## src/rtl/clap_pkg.sv

```systemverilog
// clap_pkg: shared load-width encodings, exception width and mem2/wb entry types
package clap_pkg;
  localparam logic [1:0] W_BYTE = 2'd0;
  localparam logic [1:0] W_HALF = 2'd1;
  localparam logic [1:0] W_WORD = 2'd2;
  localparam int EXP_W = 7;
  typedef struct packed {
    logic [4:0]       rd;
    logic             wen;
    logic [31:0]      data;
    logic [EXP_W-1:0] exp;
    logic [31:0]      badv;
  } wb_entry_t;
  typedef struct packed {
    logic [31:0] vaddr;
    logic [31:0] paddr;
    logic [31:0] data;
  } diff_t;
  function automatic logic is_word(input logic [1:0] width);
    return width >= W_WORD;
  endfunction
endpackage

```

## src/rtl/mem2_wb_load_align.sv

```systemverilog
// load_align: shift raw cache word by addr offset and extend byte/half loads; word loads pass unshifted
module load_align
  import clap_pkg::*;
(
  input  logic [31:0] data,
  input  logic [1:0]  off,
  input  logic [1:0]  width,
  input  logic        sign,
  output logic [31:0] word
);
  logic [15:0] lo;
  assign lo = 16'(data >> {off, 3'b000});
  assign word = is_word(width) ? data
              : width == W_BYTE ? {{24{sign & lo[7]}}, lo[7:0]}
              : {{16{sign & lo[15]}}, lo};
endmodule

```

## src/rtl/mem2_wb.sv

```systemverilog
// mem2_wb: 2-entry in-order mem2->writeback FIFO with load alignment; CLAP_DIFFTEST_EN adds difftest side fields
module mem2_wb
  import clap_pkg::*;
(
  input  logic             clk,
  input  logic             rstn,
  input  logic             flush,
  input  logic             in_valid,
  output logic             in_ready,
  input  logic [4:0]       in_rd,
  input  logic [31:0]      in_data,
  input  logic [EXP_W-1:0] in_exp,
  input  logic [31:0]      in_badv,
  input  logic [1:0]       in_width,
  input  logic             in_sign,
  input  logic [1:0]       in_off,
`ifdef CLAP_DIFFTEST_EN
  input  logic [31:0]      vaddr_diff_in,
  input  logic [31:0]      paddr_diff_in,
  input  logic [31:0]      data_diff_in,
  output logic [31:0]      vaddr_diff_out,
  output logic [31:0]      paddr_diff_out,
  output logic [31:0]      data_diff_out,
`endif
  output logic             out_valid,
  input  logic             out_ready,
  output logic [4:0]       out_rd,
  output logic             out_wen,
  output logic [31:0]      out_data,
  output logic [EXP_W-1:0] out_exp,
  output logic [31:0]      out_badv
);
  logic [1:0] count;
  logic wptr, rptr, push, pop;
  logic [31:0] word;
  wb_entry_t mem [2];
  wb_entry_t new_e, head;
  assign in_ready  = count < 2'd2;
  assign out_valid = count != 2'd0;
  assign push = in_valid & in_ready;
  assign pop  = out_valid & out_ready;
  load_align u_align (.data(in_data), .off(in_off), .width(in_width), .sign(in_sign), .word(word));
  assign new_e = '{rd: in_rd, wen: (in_rd != 5'd0) && (in_exp == '0), data: (in_exp != '0) ? 32'd0 : word,
                   exp: in_exp, badv: in_badv};
  always_ff @(posedge clk or negedge rstn)
    if (!rstn) begin
      count <= 2'd0;
      wptr  <= 1'b0;
      rptr  <= 1'b0;
    end else if (flush) begin
      count <= 2'd0;
      wptr  <= 1'b0;
      rptr  <= 1'b0;
    end else begin
      count <= count + {1'b0, push} - {1'b0, pop};
      if (push) wptr <= ~wptr;
      if (pop) rptr <= ~rptr;
    end
  always_ff @(posedge clk)
    if (push && !flush) mem[wptr] <= new_e;
  assign head     = out_valid ? mem[rptr] : '0;
  assign out_rd   = head.rd;
  assign out_wen  = head.wen;
  assign out_data = head.data;
  assign out_exp  = head.exp;
  assign out_badv = head.badv;
`ifdef CLAP_DIFFTEST_EN
  diff_t dmem [2];
  diff_t dhead;
  always_ff @(posedge clk)
    if (push && !flush) dmem[wptr] <= '{vaddr: vaddr_diff_in, paddr: paddr_diff_in, data: data_diff_in};
  assign dhead          = out_valid ? dmem[rptr] : '0;
  assign vaddr_diff_out = dhead.vaddr;
  assign paddr_diff_out = dhead.paddr;
  assign data_diff_out  = dhead.data;
`endif
endmodule

```

## config.mk

```make
export PLATFORM = sky130hd
export DESIGN_NAME = mem2_wb
export DESIGN_NICKNAME = d
export VERILOG_FILES = /design/src/rtl/clap_pkg.sv /design/src/rtl/mem2_wb_load_align.sv /design/src/rtl/mem2_wb.sv
export SDC_FILE = /design/constraint.sdc
export NUM_CORES = 1
export LEC_CHECK = 0
export CAP_MARGIN = 0
export CORE_UTILIZATION = 40
export CTS_CLUSTER_DIAMETER = 60
export CTS_CLUSTER_SIZE = 8
export DETAILED_ROUTE_END_ITERATION = 10
export GPL_TIMING_DRIVEN = 0
export PLACE_DENSITY = 0.78
export SLEW_MARGIN = 30
export SYNTH_ARGS = -nofsm -noshare
export SYNTH_HDL_FRONTEND = slang
export SYNTH_SLANG_ARGS = --single-unit
```

## constraint.sdc

```tcl
create_clock -name clk -period 7.2 [get_ports clk]
set_input_delay 1.44 -clock clk [delete_from_list [all_inputs] [get_ports clk]]
set_output_delay 1.44 -clock clk [all_outputs]
set_load 0.03 [all_outputs]
```

==> reports/metrics.cfg, run 1 <==
[outcome]
status = completed

[place]
port_buffers = 163
gp_congestion = 0.912
dpl_worst_slack_ps = 3090
hpwlAfterDp_mm = 11.8

[job]
max-cap-violations = 0

[finish]
fin_nets = 750
syn2layout_area_growth_pct = 38.5
diodes = 0
drive_above_1_share_pct = 10.7
n_fill_cell = 1331

[synthesis]
yosys-top-cells-area = edfxtp_1, mux2i_1, nor2_1
ys_ff_latch = 158
synth_top_area_share_pct = 67.1
synth_cells = 474
synth_top_area_cell = edfxtp_1
synth_cell_types = 41
yosys_warnings = 0
ys_seq_area_share_pct = 68.5
synth_area_sq_um = 6900
syn_avg_cell_area_sq_um = 14.5
syn_nets = 561

[clock_network]
cts_resized = 0
cts_root_buf = clkbuf_16
clk_pin_slew_ps = 60
ctsHoldBuffers = 0
cts_max_path_buffers = 2
clk_latency_ps = 430
cts_tree = built
cts_sinks = 158
cts_inserted_buffers = 17
cts_htree_levels = 4
post_cts_buffers = 0

[floorplanning]
core_area_sq_um = 16700
io_pins = 165
num_rows = 47
die_area_sq_um = 17800
die_h_um = 133
start_util_pct = 41.3
die_x_um = 133

[power]
seqPwrFrac_pct = 36.5
switching_share_pct = 31.6
ir_drop_mv = 0.163
power_mw = 2.97
p_per_area_nw_per_um2 = 311
power_switching_mw = 0.938
p_leak_nw = 3.20
clkPwrFrac_pct = 32.2
p_comb_share_pct = 31.2
intPower_mw = 2.03

[worst_hold_path]
worstHoldPathType = flip-flop to flip-flop

[routing]
avgRoutedWirePerCell_um = 18.0
dr.pass1.iters = 4
avgViaCountPerCell = 5.18
wirelength_mm = 16.2
num_vias = 4645
post-route-drc-count = 0
ant_nets = 0
drt_first_iter_violations = 236

[timing]
finalCritPeriodShare_pct = 63.1
slew_headroom_pct = 42.3
fmax_mhz = 220
period_needed_ps = 4540
setup_viol = 0
finClkSkew_ps = 8.43
worst_slack_ps = 2660
worst_pin_slew_ps = 844
rsz0062_at_grt = no
finalHoldViolations = 0
drv_slew = 0

[worst_setup_path]
cp_common_cell = nor2_1
required_ps = 5760
crit_type = flip-flop to output pin
crit_chain = nor2_1 -> clkbuf_1 -> buf_1 -> nor2_1 -> clkdlybuf4s50_1
r2r_start = count[1]$_DFF_PN0_
end_kind = output pin
worstSetupEndpoint = out_data[20]
worstPathMaxFanout = 10
startpoint = count[1]$_DFF_PN0_
cp.arrival_ps = 3100
critPathLaunchType = flip-flop
r2r_cells = 3
r2r_slack_ps = 5110
crit_path_max_incr_delay_ps = 620
r2r-end = mem[1][72]$_DFFE_PP_
cp_slowest_cell = clkdlybuf4s50_1

[global_routing]
grt_max_degree = 42
grt_pass1_wl_mm = 25.2
grt-ovfl-total = 0
grt_pass1_vias = 4732
grt_use_total_pct = 18.7
antenna_found_initial = 0

==> cells in the mapped netlist <==
library cell and n:
a2111oi_0 7, a211oi_2 1, a21oi_1 3, a221oi_1 5, a2bb2oi_1 4, and2_1 1, and2b_2 1, and3b_1 1
buf_1 2, buf_2 14, buf_4 1, clkbuf_1 16, clkinv_1 1, dfrtp_1 4, edfxtp_1 154, ha_1 1
inv_1 7, mux2_2 5, mux2i_1 82, mux4_2 1, nand2_1 1, nand2b_1 4, nand3_1 1, nand3b_1 2
nand4_1 18, nand4b_1 1, nor2_1 85, nor2b_1 6, nor3_1 4, nor3b_1 2, nor4_2 1, nor4bb_1 1
o211ai_1 16, o21a_1 2, o21ai_0 3, o221a_2 7, o22a_1 5, o311a_1 1, or3b_2 1, xnor2_1 1
xor2_1 1
==> layout by cell type (no fill, tap or decap), types with 3 or more instances in the layout <==
master	synthesis	routed
clkbuf_1	16	17
buf_2	14	14
nand2b_1	4	4
clkbuf_16	0	17
a221oi_1	5	5
mux2i_1	82	82
dfrtp_1	4	4
bufinv_16	0	4
buf_6	0	4
o22a_1	5	5
inv_1	7	7
o211ai_1	16	16
nor2b_1	6	6
inv_6	0	3
o221a_2	7	7
a21oi_1	3	3
mux2_2	5	5
a2111oi_0	7	7
a2bb2oi_1	4	4
clkdlybuf4s50_1	0	163
o21ai_0	3	3
edfxtp_1	154	154
nor3_1	4	4
clkinvlp_4	0	3
clkinv_4	0	3
nand4_1	18	18
nor2_1	85	85
==> power by group through the flow <==
stage	clock, mW	combinational, mW	sequential (mW)
after global placement	0	0.909	1.11
after floorplan	0	0.542	1.10
after detailed placement	0	0.934	1.10
after CTS	0.972	0.938	1.08
after global routing	1.01	0.983	1.09
final	0.956	0.926	1.08
==> state kept, by name (all words and copies together), names as in the netlist <==
register / count
wptr: 1
count: 2
rptr: 1
mem: 154
==> worst max-delay path, delay by kind of cell, from the launching register on <==
kind / cells / cell delay (ps)
buffers and inverters: 3 / 1540
AND/OR/NAND/NOR: 2 / 710
flip-flops: 1 / 430
==> layout make-up <==
class                   instances  area [sq um]  area share, %
inverters                       8          30.0          0.314
plain buffers                  33           145           1.52
clock inverters                14           206           2.16
well taps                     220           275           2.88
clock buffers                  18           429           4.49
multi-input cells             275          2010           21.1
repair buffers                170          1730           18.1
flip-flops and latches        158          4720           49.5
==> cell families after synthesis <==
kind of cell	Yosys count	share of synthesized area, %
compound gates	54	6.53
buf+inv	41	2.54
flops	158	68.5
fa+ha+maj	1	0.181
xor+xnor	2	0.254
mux	88	13.0
simple gates	130	8.94
==> how the worst min path moves through the flow <==
stage                      from               end  slack (ps)  cells after the start
6_report       wptr$_DFFE_PN0P_  wptr$_DFFE_PN0P_         670                      2
4_1_cts        wptr$_DFFE_PN0P_  wptr$_DFFE_PN0P_         660                      2
5_1_grt        wptr$_DFFE_PN0P_  wptr$_DFFE_PN0P_         720                      2
3_5_place_dp   wptr$_DFFE_PN0P_  wptr$_DFFE_PN0P_         650                      2
3_3_place_gp   wptr$_DFFE_PN0P_  wptr$_DFFE_PN0P_         560                      2
2_1_floorplan  wptr$_DFFE_PN0P_  wptr$_DFFE_PN0P_         540                      2
==> stage by stage <==
step / std cells / util [%] / hold WS, ps / instance area [sq um] / setup TNS (ps)
finish: 896 / 57.2 / 666 / 9550 / 0
global placement: 857 / 52.7 / 561 / 8810 / -1510
global route: 896 / 57.2 / 716 / 9550 / 0
CTS: 896 / 57.2 / 657 / 9550 / 0
detailed placement: 864 / 53.4 / 648 / 8910 / 0
floorplan: 474 / - / 544 / 6900 / 0
==> routing by layer <==
layer  part of all wire, %  global-route usage [%]  up-vias
met5                     0                       0        -
met4                   1.5                    7.58        0
met3                   5.5                    4.38       20
met2                    49                    31.5      159
met1                    44                    23.3     2261
li1                      -                       -     2205
(Power assumes the default switching activity.)
==> run 2, diff against run 1 <==
==> constraint.sdc (replaced) <==
create_clock -name clk -period 3.7 [get_ports clk]
set_input_delay 0.74 -clock clk [delete_from_list [all_inputs] [get_ports clk]]
set_output_delay 0.74 -clock clk [all_outputs]
set_load 0.03 [all_outputs]
==> run 2 against run 1 <==
  * Core utilization down 0.31 points
  * Sequential share of layout area up 0.27 points
  * Wire length down 2.0%
  * Critical path depth up 1
  * Setup slack worse by 2500 ps
  * Sequential cell count unchanged
  * Worst hold slack worse by 140 ps
  * Final area down 0.54%
  * Clock skew down 0.93 ps
  * Die area unchanged
==> reports/metrics.cfg, run 2 (synthesis results as in run 1) <==
[outcome]
status = completed

[clock_network]
cts_tree = built
cts_htree_levels = 4  ; unchanged
cts_inserted_buffers = 17  ; unchanged
cts_sinks = 158  ; unchanged
clk_pin_slew_ps = 60  ; about the same
cts_root_buf = clkbuf_16
clk_latency_ps = 420  ; about the same
cts_max_path_buffers = 2  ; unchanged

[timing]
finClkSkew_ps = 7.50  ; -0.934 ps
worst_pin_slew_ps = 757  ; -87.3 ps
drv_slew = 0  ; unchanged
finalHoldViolations = 0  ; unchanged
period_needed_ps = 3510
fmax_mhz = 285
finalCritPeriodShare_pct = 94.8
slew_headroom_pct = 48.2  ; +6.0 points
setup_viol = 0  ; unchanged
rsz0062_at_grt = no

[routing]
num_vias = 4677  ; +0.69%
drt_first_iter_violations = 217  ; -8.1%
avgViaCountPerCell = 5.21  ; +0.58%
post-route-drc-count = 0  ; unchanged
wirelength_mm = 15.8  ; -2.0%
avgRoutedWirePerCell_um = 17.6  ; -2.2%
dr.pass1.iters = 5  ; +1
ant_nets = 0  ; unchanged

[floorplanning]
die_h_um = 133  ; unchanged
num_rows = 47  ; unchanged
die_x_um = 133  ; unchanged
core_area_sq_um = 16700  ; unchanged
io_pins = 165  ; unchanged
start_util_pct = 41.3  ; unchanged
die_area_sq_um = 17800  ; unchanged

[finish]
layout_common_cells = clkdlybuf4s50_1, edfxtp_1, nor2_1, mux2i_1, nand4_1
diodes = 0  ; unchanged
syn2layout_area_growth_pct = 37.7
largest_reg_flops = 154  ; unchanged
fin_nets = 751  ; +0.13%
largest-register = mem
mostFrequentLayoutCell = clkdlybuf4s50_1
design_area_sq_um = 9500  ; -0.54%
drive_above_1_share_pct = 11.1  ; +0.43 points
n_fill_cell = 1355  ; +1.8%
top_regs = mem x154, count x2
fin_util_pct = 56.9  ; -0.31 points

[global_routing]
grt_pass1_wl_mm = 24.8  ; -1.5%
met1_usage_pct = 22.8  ; -0.51 points
grt.met3_usage_pct = 5.06  ; +0.68 points
met2_usage_pct = 31.4  ; -0.12 points
grt_most_used_layer = met2
grt_use_total_pct = 18.5  ; -0.19 points
grt-ovfl-total = 0  ; unchanged
grt_pass1_vias = 4734  ; +0.042%
antenna_found_initial = 0  ; unchanged
grt_max_degree = 36  ; -14%

[worst_setup_path]
r2r-end = mem[0][71]$_DFFE_PP_
required_ps = 2960  ; -2800 ps
worstPathMaxFanout = 10  ; unchanged
r2r_start = count[1]$_DFF_PN0_
r2r_cells = 5  ; +2
crit_type = flip-flop to output pin
cp.arrival_ps = 2770  ; -330 ps
r2r_slack_ps = 1420  ; -3690 ps
end_kind = output pin
critPathLaunchType = flip-flop

[power]
p_leak_nw = 3.19  ; -0.24%
p_per_area_nw_per_um2 = 587  ; +89%
ir_drop_mv = 0.335  ; +110%

[place]
place_area_sq_um = 8930  ; +0.18%
gp_congestion = 0.889  ; -2.6%
hpwlAfterDp_mm = 11.7  ; -0.40%
port_buffers = 163  ; unchanged

[job]
max-cap-violations = 0  ; unchanged

[worst_hold_path]
worstHoldPathType = primary input to async pin

==> run 2: per-stage QoR <==
stage | setup slack, ps | TNS, ps | hold WS, ps | instances | power [mW]
final | 194 | 0 | 528 | 897 | 5.57
after floorplan | 267 | 0 | 444 | 474 | 3.20
after detailed placement | 344 | 0 | 630 | 865 | 3.96
after global routing | 14.0 | 0 | 519 | 897 | 5.80
after global placement | -1250 | -177550 | 595 | 857 | 3.92
after CTS | 14.0 | 0 | 507 | 897 | 5.63
==> run 2: worst max-delay path by stage <==
stage / endpoint / start / cells past startpoint / slack [ps]
2_1_floorplan: mem[0][0]$_DFFE_PP_ / in_valid / 2 / 270
3_3_place_gp: mem[0][61]$_DFFE_PP_ / in_valid / 3 / -1250
3_5_place_dp: out_data[19] / count[1]$_DFF_PN0_ / 5 / 340
4_1_cts: out_data[19] / count[1]$_DFF_PN0_ / 5 / 10
5_1_grt: out_data[16] / rptr$_DFFE_PN0P_ / 6 / 10
6_report: out_rd[0] / rptr$_DFFE_PN0P_ / 6 / 190
==> run 2: power by group <==
group | switching [mW] | internal (mW) | total [mW] | leakage (nW)
registers | 0.0330 | 2.08 | 2.11 | 1.51
logic | 1.07 | 0.730 | 1.80 | 1.39
clock network | 0.765 | 0.896 | 1.66 | 0.282
total | 1.87 | 3.70 | 5.57 | 3.19
==> run 2: what timing repair did <==
| item | in CTS | in global routing |
|---|---|---|
| hold buffers | 0 | 0 |
| setup endpoints to repair | 11 | 12 |
| resized for setup | 1 | 1 |
| cloned | 0 | 0 |
| hold endpoints to repair | 0 | 0 |
| buffers inserted | 0 | 0 |
==> run 2: layout make-up <==
cell class	count	area [sq um]	share of cell area, %
Buffer	33	146	1.54
Clock inverter	15	139	1.46
Tap cell	220	275	2.90
Sequential cell	158	4720	49.7
Timing Repair Buffer	171	1740	18.4
Multi-Input combinational cell	275	2010	21.2
Inverter	8	30.0	0.316
Clock buffer	17	425	4.48
==> run 2: layer usage <==
metal | up-vias | routed length, um
met5 | - | 0
met4 | 0 | 222
met3 | 22 | 858
met2 | 172 | 7960
met1 | 2272 | 6790
li1 | 2211 | -
==> run 2: critical path: stages, from the launching register on <==
cell	delay [ps]
dfrtp_1	320
clkbuf_1	290
buf_2	370
buf_2	360
mux2i_1	140
nor2_1	140
clkdlybuf4s50_1	720
